$ cat src/rtl/manchester_pkg.sv
// Shared definitions for the Manchester word receiver and its matching encoder:
// receiver state encoding and the timing windows derived from the half-bit length.
package manchester_pkg;

    typedef enum logic [1:0] {
        HUNT  = 2'd0,
        IDLE  = 2'd1,
        START = 2'd2,
        DATA  = 2'd3
    } state_t;

    // Earliest accepted start-bit mid edge (anything sooner is a line glitch).
    function automatic int start_lo(input int half_bit);
        return half_bit / 2;
    endfunction

    // Latest accepted start-bit mid edge.
    function automatic int start_hi(input int half_bit);
        return (3 * half_bit) / 2;
    endfunction

    // Earliest edge treated as a data mid-bit edge; earlier edges are bit boundaries.
    function automatic int mid_lo(input int half_bit);
        return (3 * half_bit) / 2;
    endfunction

    // Latest accepted data mid-bit edge; beyond this the frame is broken.
    function automatic int mid_hi(input int half_bit);
        return (5 * half_bit) / 2;
    endfunction

endpackage

$ cat src/rtl/manchester_edge_sync.sv
// Brings the asynchronous serial line into the clk domain and flags its edges.
module manchester_edge_sync (
    input  logic clk,
    input  logic rst_n,
    input  logic rx_in,
    output logic level,
    output logic rise,
    output logic fall
);

    logic meta_q, meta_d;
    logic sync_q, sync_d;
    logic dly_q,  dly_d;

    // Two synchroniser stages followed by one delay stage for edge detection.
    always_comb begin
        meta_d = rx_in;
        sync_d = meta_q;
        dly_d  = sync_q;
    end

    // Synchroniser and delay registers.
    always_ff @(posedge clk or negedge rst_n) begin
        if (!rst_n) begin
            meta_q <= 1'b0;
            sync_q <= 1'b0;
            dly_q  <= 1'b0;
        end else begin
            meta_q <= meta_d;
            sync_q <= sync_d;
            dly_q  <= dly_d;
        end
    end

    assign level = sync_q;
    assign rise  = sync_q & ~dly_q;
    assign fall  = ~sync_q & dly_q;

endmodule

$ cat src/rtl/manchester_rx_word.sv
// Self-clocked Manchester word receiver: hunts for an idle gap, locks onto the
// start bit, samples each data bit at its mid-bit edge and hands complete words
// to the host through a ready/valid holding register with error accounting.
module manchester_rx_word
    import manchester_pkg::*;
#(
    parameter int WIDTH    = 32,
    parameter int HALF_BIT = 8,
    parameter int IDLE_HB  = 4,
    parameter int ERR_W    = 8
) (
    input  logic             clk,
    input  logic             rst_n,
    input  logic             enable,
    input  logic             rx_in,
    output logic [WIDTH-1:0] data_out,
    output logic             data_valid,
    input  logic             data_ready,
    output logic             frame_error,
    output logic             overrun,
    output logic [ERR_W-1:0] err_count,
    output logic             busy
);

    localparam int START_LO = start_lo(HALF_BIT);
    localparam int START_HI = start_hi(HALF_BIT);
    localparam int MID_LO   = mid_lo(HALF_BIT);
    localparam int MID_HI   = mid_hi(HALF_BIT);
    // The timer only needs to reach one past the widest window to detect a timeout.
    localparam int TMR_MAX  = MID_HI + 1;
    localparam int TMR_W    = $clog2(TMR_MAX + 1);
    localparam int IDLE_CYC = IDLE_HB * HALF_BIT;
    localparam int IDLE_W   = $clog2(IDLE_CYC + 1);
    localparam int CNT_W    = $clog2(WIDTH + 1);

    localparam logic [TMR_W-1:0] T_START_LO = TMR_W'(START_LO);
    localparam logic [TMR_W-1:0] T_START_HI = TMR_W'(START_HI);
    localparam logic [TMR_W-1:0] T_MID_LO   = TMR_W'(MID_LO);
    localparam logic [TMR_W-1:0] T_MID_HI   = TMR_W'(MID_HI);
    localparam logic [TMR_W-1:0] T_MAX      = TMR_W'(TMR_MAX);

    logic line_lvl, line_rise, line_fall;

    state_t             state_q,     state_d;
    logic [TMR_W-1:0]   timer_q,     timer_d;
    logic [IDLE_W-1:0]  idle_cnt_q,  idle_cnt_d;
    logic [WIDTH-1:0]   shift_q,     shift_d;
    logic [CNT_W-1:0]   bitcnt_q,    bitcnt_d;
    logic               done_q,      done_d;
    logic               frame_err_q, frame_err_d;
    logic [WIDTH-1:0]   data_q,      data_d;
    logic               valid_q,     valid_d;
    logic               overrun_q,   overrun_d;
    logic [ERR_W-1:0]   err_q,       err_d;
    logic [TMR_W-1:0]   timer_inc;

    manchester_edge_sync u_sync (
        .clk   (clk),
        .rst_n (rst_n),
        .rx_in (rx_in),
        .level (line_lvl),
        .rise  (line_rise),
        .fall  (line_fall)
    );

    // Receive FSM: idle qualification, start-bit check, mid-bit sampling and timeouts.
    // An accepted edge reloads the timer with 1 so that the timer value seen
    // alongside the next edge equals the clk distance between the two edges.
    always_comb begin
        state_d     = state_q;
        timer_d     = timer_q;
        idle_cnt_d  = '0;
        shift_d     = shift_q;
        bitcnt_d    = bitcnt_q;
        done_d      = 1'b0;
        frame_err_d = 1'b0;
        timer_inc   = (timer_q == T_MAX) ? timer_q : timer_q + TMR_W'(1);

        case (state_q)
            HUNT: begin
                timer_d = '0;
                if (line_lvl) begin
                    idle_cnt_d = '0;
                end else if (idle_cnt_q == IDLE_W'(IDLE_CYC - 1)) begin
                    state_d = IDLE;
                end else begin
                    idle_cnt_d = idle_cnt_q + IDLE_W'(1);
                end
            end
            IDLE: begin
                if (line_rise) begin
                    state_d = START;
                    timer_d = TMR_W'(1);
                end
            end
            START: begin
                timer_d = timer_inc;
                if (line_fall && timer_q < T_START_LO) begin
                    state_d = HUNT;
                end else if (line_fall && timer_q <= T_START_HI) begin
                    state_d  = DATA;
                    timer_d  = TMR_W'(1);
                    bitcnt_d = '0;
                end else if (timer_q > T_START_HI) begin
                    state_d     = HUNT;
                    frame_err_d = 1'b1;
                end
            end
            DATA: begin
                timer_d = timer_inc;
                if ((line_rise || line_fall) && timer_q >= T_MID_LO && timer_q <= T_MID_HI) begin
                    shift_d    = shift_q << 1;
                    shift_d[0] = ~line_lvl;
                    timer_d    = TMR_W'(1);
                    bitcnt_d   = bitcnt_q + CNT_W'(1);
                    if (bitcnt_q == CNT_W'(WIDTH - 1)) begin
                        state_d  = HUNT;
                        bitcnt_d = '0;
                        done_d   = 1'b1;
                    end
                end else if (timer_q > T_MID_HI) begin
                    state_d     = HUNT;
                    frame_err_d = 1'b1;
                end
            end
            default: state_d = HUNT;
        endcase

        if (!enable) begin
            state_d     = HUNT;
            timer_d     = '0;
            idle_cnt_d  = '0;
            bitcnt_d    = '0;
            done_d      = 1'b0;
            frame_err_d = 1'b0;
        end
    end

    // Holding register handshake, overrun detection and saturating error count.
    // The word finished by the FSM is loaded one clk later from the shift register.
    always_comb begin
        data_d    = data_q;
        valid_d   = valid_q;
        overrun_d = 1'b0;
        err_d     = err_q;
        if (valid_q && data_ready) begin
            valid_d = 1'b0;
        end
        if (done_q) begin
            if (!valid_q || data_ready) begin
                data_d  = shift_q;
                valid_d = 1'b1;
            end else begin
                overrun_d = 1'b1;
            end
        end
        if ((frame_err_d || overrun_d) && err_q != '1) begin
            err_d = err_q + ERR_W'(1);
        end
    end

    // State, datapath and output registers.
    always_ff @(posedge clk or negedge rst_n) begin
        if (!rst_n) begin
            state_q     <= HUNT;
            timer_q     <= '0;
            idle_cnt_q  <= '0;
            shift_q     <= '0;
            bitcnt_q    <= '0;
            done_q      <= 1'b0;
            frame_err_q <= 1'b0;
            data_q      <= '0;
            valid_q     <= 1'b0;
            overrun_q   <= 1'b0;
            err_q       <= '0;
        end else begin
            state_q     <= state_d;
            timer_q     <= timer_d;
            idle_cnt_q  <= idle_cnt_d;
            shift_q     <= shift_d;
            bitcnt_q    <= bitcnt_d;
            done_q      <= done_d;
            frame_err_q <= frame_err_d;
            data_q      <= data_d;
            valid_q     <= valid_d;
            overrun_q   <= overrun_d;
            err_q       <= err_d;
        end
    end

    assign data_out    = data_q;
    assign data_valid  = valid_q;
    assign frame_error = frame_err_q;
    assign overrun     = overrun_q;
    assign err_count   = err_q;
    assign busy        = (state_q == START) || (state_q == DATA);

endmodule

$ cat config.mk
export PLATFORM = sky130hd
export DESIGN_NAME = manchester_rx_word
export DESIGN_NICKNAME = d
export VERILOG_FILES = /design/src/rtl/manchester_pkg.sv /design/src/rtl/manchester_edge_sync.sv /design/src/rtl/manchester_rx_word.sv
export SDC_FILE = /design/constraint.sdc
export NUM_CORES = 1
export LEC_CHECK = 0
export CORE_AREA = 2 2 108 89
export DETAILED_ROUTE_END_ITERATION = 10
export DIE_AREA = 0 0 110 91
export PLACE_DENSITY = 0.79
export SYNTH_ARGS = -nofsm -noshare
export SYNTH_HDL_FRONTEND = slang
export SYNTH_HIERARCHICAL = 1
export SYNTH_SLANG_ARGS = --single-unit
$ cat constraint.sdc
create_clock -name clk -period 1.7 [get_ports clk]
set_input_delay 0.34 -clock clk [delete_from_list [all_inputs] [get_ports clk]]
set_output_delay 0.34 -clock clk [all_outputs]
set_load 0.02 [all_outputs]
### Word-level counts from Yosys, hierarchy flattened

Cells that the tools add are included.

| operators by class | value |
|---|---|
| $add $sub $neg | 4 |
| order comparisons | 6 |
| equality and inequality tests | 17 |
| muxes and demuxes | 44 |
| bitwise gates (word level) | 4 |
| reductions and logical operators | 16 |

Operator list:

| cell | count |
|---|---|
| 6-bit 2-to-1 mux | 9 |
| 5-bit 2-to-1 mux | 6 |
| 2-bit 2-to-1 mux | 10 |
| 5-bit one-hot mux with 4 select lines | 1 |
| 3-bit != test (second input constant) | 6 |
| 1-bit 2-to-1 mux | 15 |
| 6-bit by 1-bit adder with 6-bit output (second input constant) | 2 |
| 6-bit by 5-bit == test with 1-bit output (second input constant) | 2 |
| 6-bit one-hot mux with 2 select lines | 1 |
| 8-bit by 1-bit adder with 8-bit output (second input constant) | 1 |
| 4-bit != test (second input constant) | 2 |
| 8-bit != test (second input constant) | 1 |
| 2-bit one-hot mux with 4 select lines | 1 |
| 1-bit logical AND | 6 |
| 6-bit AND reduction | 1 |
| 5-bit by 1-bit adder with 5-bit output (second input constant) | 1 |
| 5-bit == test (second input constant) | 1 |
| 5-bit by 4-bit greater-or-equal comparator with 1-bit output (second input constant) | 1 |
| 5-bit by 4-bit greater-than comparator with 1-bit output (second input constant) | 1 |
| 5-bit greater-than comparator (second input constant) | 1 |
| 5-bit by 4-bit <= comparator with 1-bit output (second input constant) | 1 |
| 5-bit <= comparator (second input constant) | 1 |
| 5-bit by 3-bit less-than comparator with 1-bit output (second input constant) | 1 |
| 5-bit != test (second input constant) | 1 |
| 11 further kinds | 18 |

| storage, ports and cells | value |
|---|---|
| register bits after elaboration | 98 |
| bits of input ports | 5 |
| word-level logic and storage cells | 105 |

### Depth between registers and ports, before layout

| logic depth | value |
|---|---|
| word-level depth | 10 |
| mapped depth | 8 |

### By module

Netlist, hierarchy kept.

Modules (own cells, without submodules):

| module | instances | cells each | area each (µm²) | sequential area each (µm²) |
|---|---|---|---|---|
| manchester_rx_word | 1 | 311 | 4,270.3 | 2,377.3 |
| manchester_edge_sync | 1 | 5 | 90.1 | 75.1 |

### Least setup slack after synthesis

OpenSTA, ideal clock, no wires.

| timing | value |
|---|---|
| path kind | register to register |
| start point | register u_sync.sync_q, in the netlist u_sync/level |
| end point | register shift_q[10] |
| setup time | 0.125 ns |
| data arrival time | 1.510 ns |
| required time | 1.575 ns |
| path slack | 0.065 ns |
| cell stages (with the launch flop) | 6 |
| path buffers | 1 |
| period minus slack after synthesis | 1.635 ns |
| path through | dfrtp_1 > and2b_2 > o22a_2 > nand3_4 > buf_6 > mux2_4 |

| on the way | value |
|---|---|
| cells in the longest elaborated chain, start to end | 6 |
| elaborated cells on any way between the ends | 7 |

Ends and longest elaborated chain:

| item | RTL line | RTL |
|---|---|---|
| start: declaration | manchester_edge_sync.sv:12 | `logic sync_q, sync_d;` |
| start signal: assignment | manchester_edge_sync.sv:30 | `sync_q <= sync_d;` |
| 1-bit NOT | manchester_edge_sync.sv:37 | `assign fall = ~sync_q & dly_q;` |
| 1-bit bitwise AND | manchester_edge_sync.sv:37 |  |
| via line_fall | manchester_rx_word.sv:42 | `logic line_lvl, line_rise, line_fall;` |
| 1-bit logical OR | manchester_rx_word.sv:111 | `if ((line_rise \|\| line_fall) && timer_q >= T_MID_LO && timer_q <= T_MID_HI) begin` |
| 1-bit logical AND (2 in a row) | manchester_rx_word.sv:111 |  |
| 2-bit AND reduction (no source line) | n/a |  |
| end signal: assignment | manchester_rx_word.sv:180 | `shift_q <= shift_d;` |
| end: declaration | manchester_rx_word.sv:47 | `logic [WIDTH-1:0] shift_q, shift_d;` |

The timed path passes the listed nets, and every way through them passes these cells.
A chain may end at the register's enable or synchronous reset.

### Worst setup path after layout

| timing | value |
|---|---|
| start point | register timer_q[3] |
| end point | register state_q[0] |

| on the way | value |
|---|---|
| cells in the longest elaborated chain, start to end | 6 |
| elaborated cells on any way between the ends | 19 |

Ends and longest elaborated chain:

| item | RTL line | RTL |
|---|---|---|
| start: declaration | manchester_rx_word.sv:45 | `logic [TMR_W-1:0] timer_q, timer_d;` |
| start signal: assignment | manchester_rx_word.sv:178 | `timer_q <= timer_d;` |
| 5-bit by 4-bit <= comparator with 1-bit output / 5-bit by 4-bit greater-or-equal comparator with 1-bit output (equally long branches) | manchester_rx_word.sv:100, manchester_rx_word.sv:111 |  |
| 1-bit logical AND, on equally long branches | manchester_rx_word.sv:100, manchester_rx_word.sv:111 |  |
| 2-bit 2-to-1 mux / 1-bit logical AND (equally long branches) | manchester_rx_word.sv:100, manchester_rx_word.sv:111 |  |
| 2-bit 2-to-1 mux, on equally long branches | manchester_rx_word.sv:98, manchester_rx_word.sv:111 |  |
| 2-bit one-hot mux with 4 select lines | manchester_rx_word.sv:79 | `case (state_q)` |
| 2-bit 2-to-1 mux | manchester_rx_word.sv:129 | `if (!enable) begin` |
| end signal: assignment | manchester_rx_word.sv:177 | `state_q <= state_d;` |
| end: declaration | manchester_rx_word.sv:44 | `state_t state_q, state_d;` |

Several ways; a longest one is shown, not always the timed one.

==> impl_metrics.ini <==
[placement]
dp_cells = 497
place.gp.congestion = 0.8549
place_ws_ns = -0.1980
hpwl_mm = 5.492
port_buffers = 48

[floorplanning]
num_rows = 31
fp.dieW_um = 110
initial_utilization_pct = 49.09
pin_count = 49
fp.dieH_um = 91
core-area_um2 = 8882
design.die.area_um2 = 10010

[timing]
post-route-period-util_pct = 100.8
worst_clock_skew_ns = 0.005760
max_slew_margin_pct = 68.38
worst_pin_slew_ns = 0.4743
hold_viol = 0
final_max_slew_viol_count = 0
rsz0062_at_grt = yes
finalCriticalPeriod_ns = 1.714
setup_slack_ns = -0.01369
setup-violations-final = 1
fmax_ghz = 0.5835

[detailed_routing]
finalWirelength_mm = 8.541
drc_errors = 0
avgRoutedWirePerCell_um = 16.24
via_per_inst = 5.373
antenna_left = 0
drt_first_pass_iters = 4
routed-via-count = 2826
drt_iter0_markers = 110

[critical_path]
reg2reg_from = timer_q[3]
cp.arrival_ns = 1.96
reg2reg_depth = 6
worstSetupStartpointType = register
reg2reg_slack_ns = -0.01
worstSetupPathType = reg -> reg
r2r-end = state_q[0]
critPathRequiredTime_ns = 1.95
cp-end-kind = register
critical_path.max_fanout = 6

[cells_and_area]
multi_input_area_um2 = 1893
seqCellArea_um2 = 2459
area_delta_synth_final_pct = 31.05
final_cell_mix = 93 x dfrtp_1, 36 x buf_4, 35 x mux2_2
antenna_cells = 0
nets = 416
drive_above_1_share_pct = 38.44
final_common_cell = dfrtp_1
final_cells = 526
n_fill_cell = 648

[grt]
track_usage_pct = 17.77
grt_pass1_wl_mm = 13.94
grt_overflow = 0
grt_pass1_vias = 2866
grt_max_degree = 37
antenna_found_initial = 0

[run]
cap_violations = 0

[yosys]
synth_edf_count = 0
yosysSeqAreaShare_pct = 56.24
synth.avg_cell_area_um2 = 13.80
syn_inst = 316
synth_area_leaders = dfrtp_1 56%, mux2_2 10%, mux2_4 9.3%
ys_async_sr_fraction_pct = 100.0
netlist_area_um2 = 4360
synth_top_area_share_pct = 56.24
ys_types = 55
synthFlopType = dfrtp_1
ys_warn_count = 6
yosys.area.top_type = dfrtp_1
syn-num-nets = 326
synth.ff_latch_count = 98

[power]
power_leakage_nw = 3.274
vdd_ir_drop_max_mv = 0.5169
p_per_area_nw_per_um2 = 693.1

[clock_network]
ctsHtreeMaxLevel = 3
clk_path_buf_depth = 2
clk_pin_slew_worst_paths_ns = 0.09
cts_tree = built
clockRootBuffer = clkbuf_8
clock_sinks = 98
cts_inserted_buffers = 9
clk_latency_ns = 0.36

[outcome]
violations = setup timing
outcome = finished with violations

[worst_hold_path]
hold_path_end = u_sync/level
min_from = u_sync/meta_q
hp-class = reg -> reg
hold-path-cell-count = 0
-- cell usage after synthesis (all sizes together), types with 2 or more instances --
library cell / count
ha: 5
a21boi: 2
dfrtp: 98
nor2: 8
xor2: 2
nand3: 11
and2: 2
nand2: 15
inv: 7
nand4: 4
o21ai: 9
and3: 4
xnor2: 6
nor3b: 4
clkbuf: 4
buf: 12
nor3: 6
nand2b: 5
mux2: 68
o32ai: 2
a211o: 2
o21a: 3
o41ai: 3
a22o: 7
a21oi: 10
nor2b: 2
-- stage by stage --
step / area [um^2] / setup TNS, ns / power [mW] / util (%) / hold WS, ns
floorplan: 4360 / 0 / 2.403 / - / 0.04441
global placement: 5191 / -4.980 / 2.479 / 58.44 / 0.3343
CTS: 5440 / 0 / 4.010 / 61.25 / 0.3785
global route: 5714 / -1.333 / 4.130 / 64.33 / 0.3945
finish: 5714 / -0.01369 / 3.960 / 64.33 / 0.3776
detailed placement: 5191 / -6.525 / 2.482 / 58.44 / 0.3362
-- repair_timing --
item,CTS,global route
pin swaps,2,11
gates cloned,0,1
hold endpoints to repair,32,0
setup buffers,3,10
endpoints found under the setup margin,52,67
gates resized for setup,26,54
hold buffers,1,0
-- layer usage --
metal	wire length, um	track usage (%)	up-vias	share of wire [%]
met2	4244	26.48	44	50
li1	-	-	1316	-
met4	119	5.591	0	1.4
met3	279	4.738	8	3.3
met1	3898	25.31	1458	46
met5	0	0	-	0
-- sequential cells by signal, indices dropped and copies added, names as in the netlist --
name and cells:
bitcnt_q 6, data_out 32, data_valid 1, done_q 1
err_count 8, frame_error 1, idle_cnt_q 6, overrun 1
shift_q 32, state_q 2, timer_q 5, u_sync/dly_q 1
u_sync/level 1, u_sync/meta_q 1
-- critical path: stages, from the launching register on --
cell     delay (ns)
dfrtp_2        0.46
buf_4          0.15
o21ai_2        0.26
nor3_4         0.10
a22o_1         0.24
and3_1         0.17
a211o_1        0.22
-- how the worst max path moves through the flow --
stage / slack [ns] / cells past startpoint / start / to
3_5_place_dp: -0.20 / 4 / enable / idle_cnt_q[3]
2_1_floorplan: 0.07 / 5 / u_sync/level / shift_q[10]
6_report: -0.01 / 6 / timer_q[3] / state_q[0]
5_1_grt: -0.07 / 6 / u_sync/level / bitcnt_q[3]
4_1_cts: 0.003 / 1 / data_out[1] / data_out[1]
3_3_place_gp: -0.17 / 6 / enable / err_count[1]
-- kinds of logic (layout without fill, tap and decap cells) --
kind of cell | Yosys count | in the layout | share of synthesized area, %
AO/OA/AOI/OAI | 45 | 45 | 8.322
XOR/XNOR | 8 | 8 | 1.607
adder cells (fa/ha/maj) | 5 | 5 | 1.435
buffers and inverters | 24 | 119 | 3.501
flip-flops | 98 | 98 | 56.24
multiplexers | 68 | 68 | 19.89
AND/OR/NAND/NOR | 68 | 68 | 9.010
-- final cells by class --
class	instances	area share, %
clock buffers	10	2.233
flip-flops and latches	98	43.03
clock inverters	6	1.314
multi-input cells	194	33.13
inverters	8	0.5474
well taps	115	2.518
repair buffers	95	17.23
-- report_power, final --
group / switching (mW) / internal [mW]
clock network: 0.822 / 0.701
logic: 0.0614 / 0.0367
registers: 0.00438 / 2.33
Power figures use the tool's default switching activity.
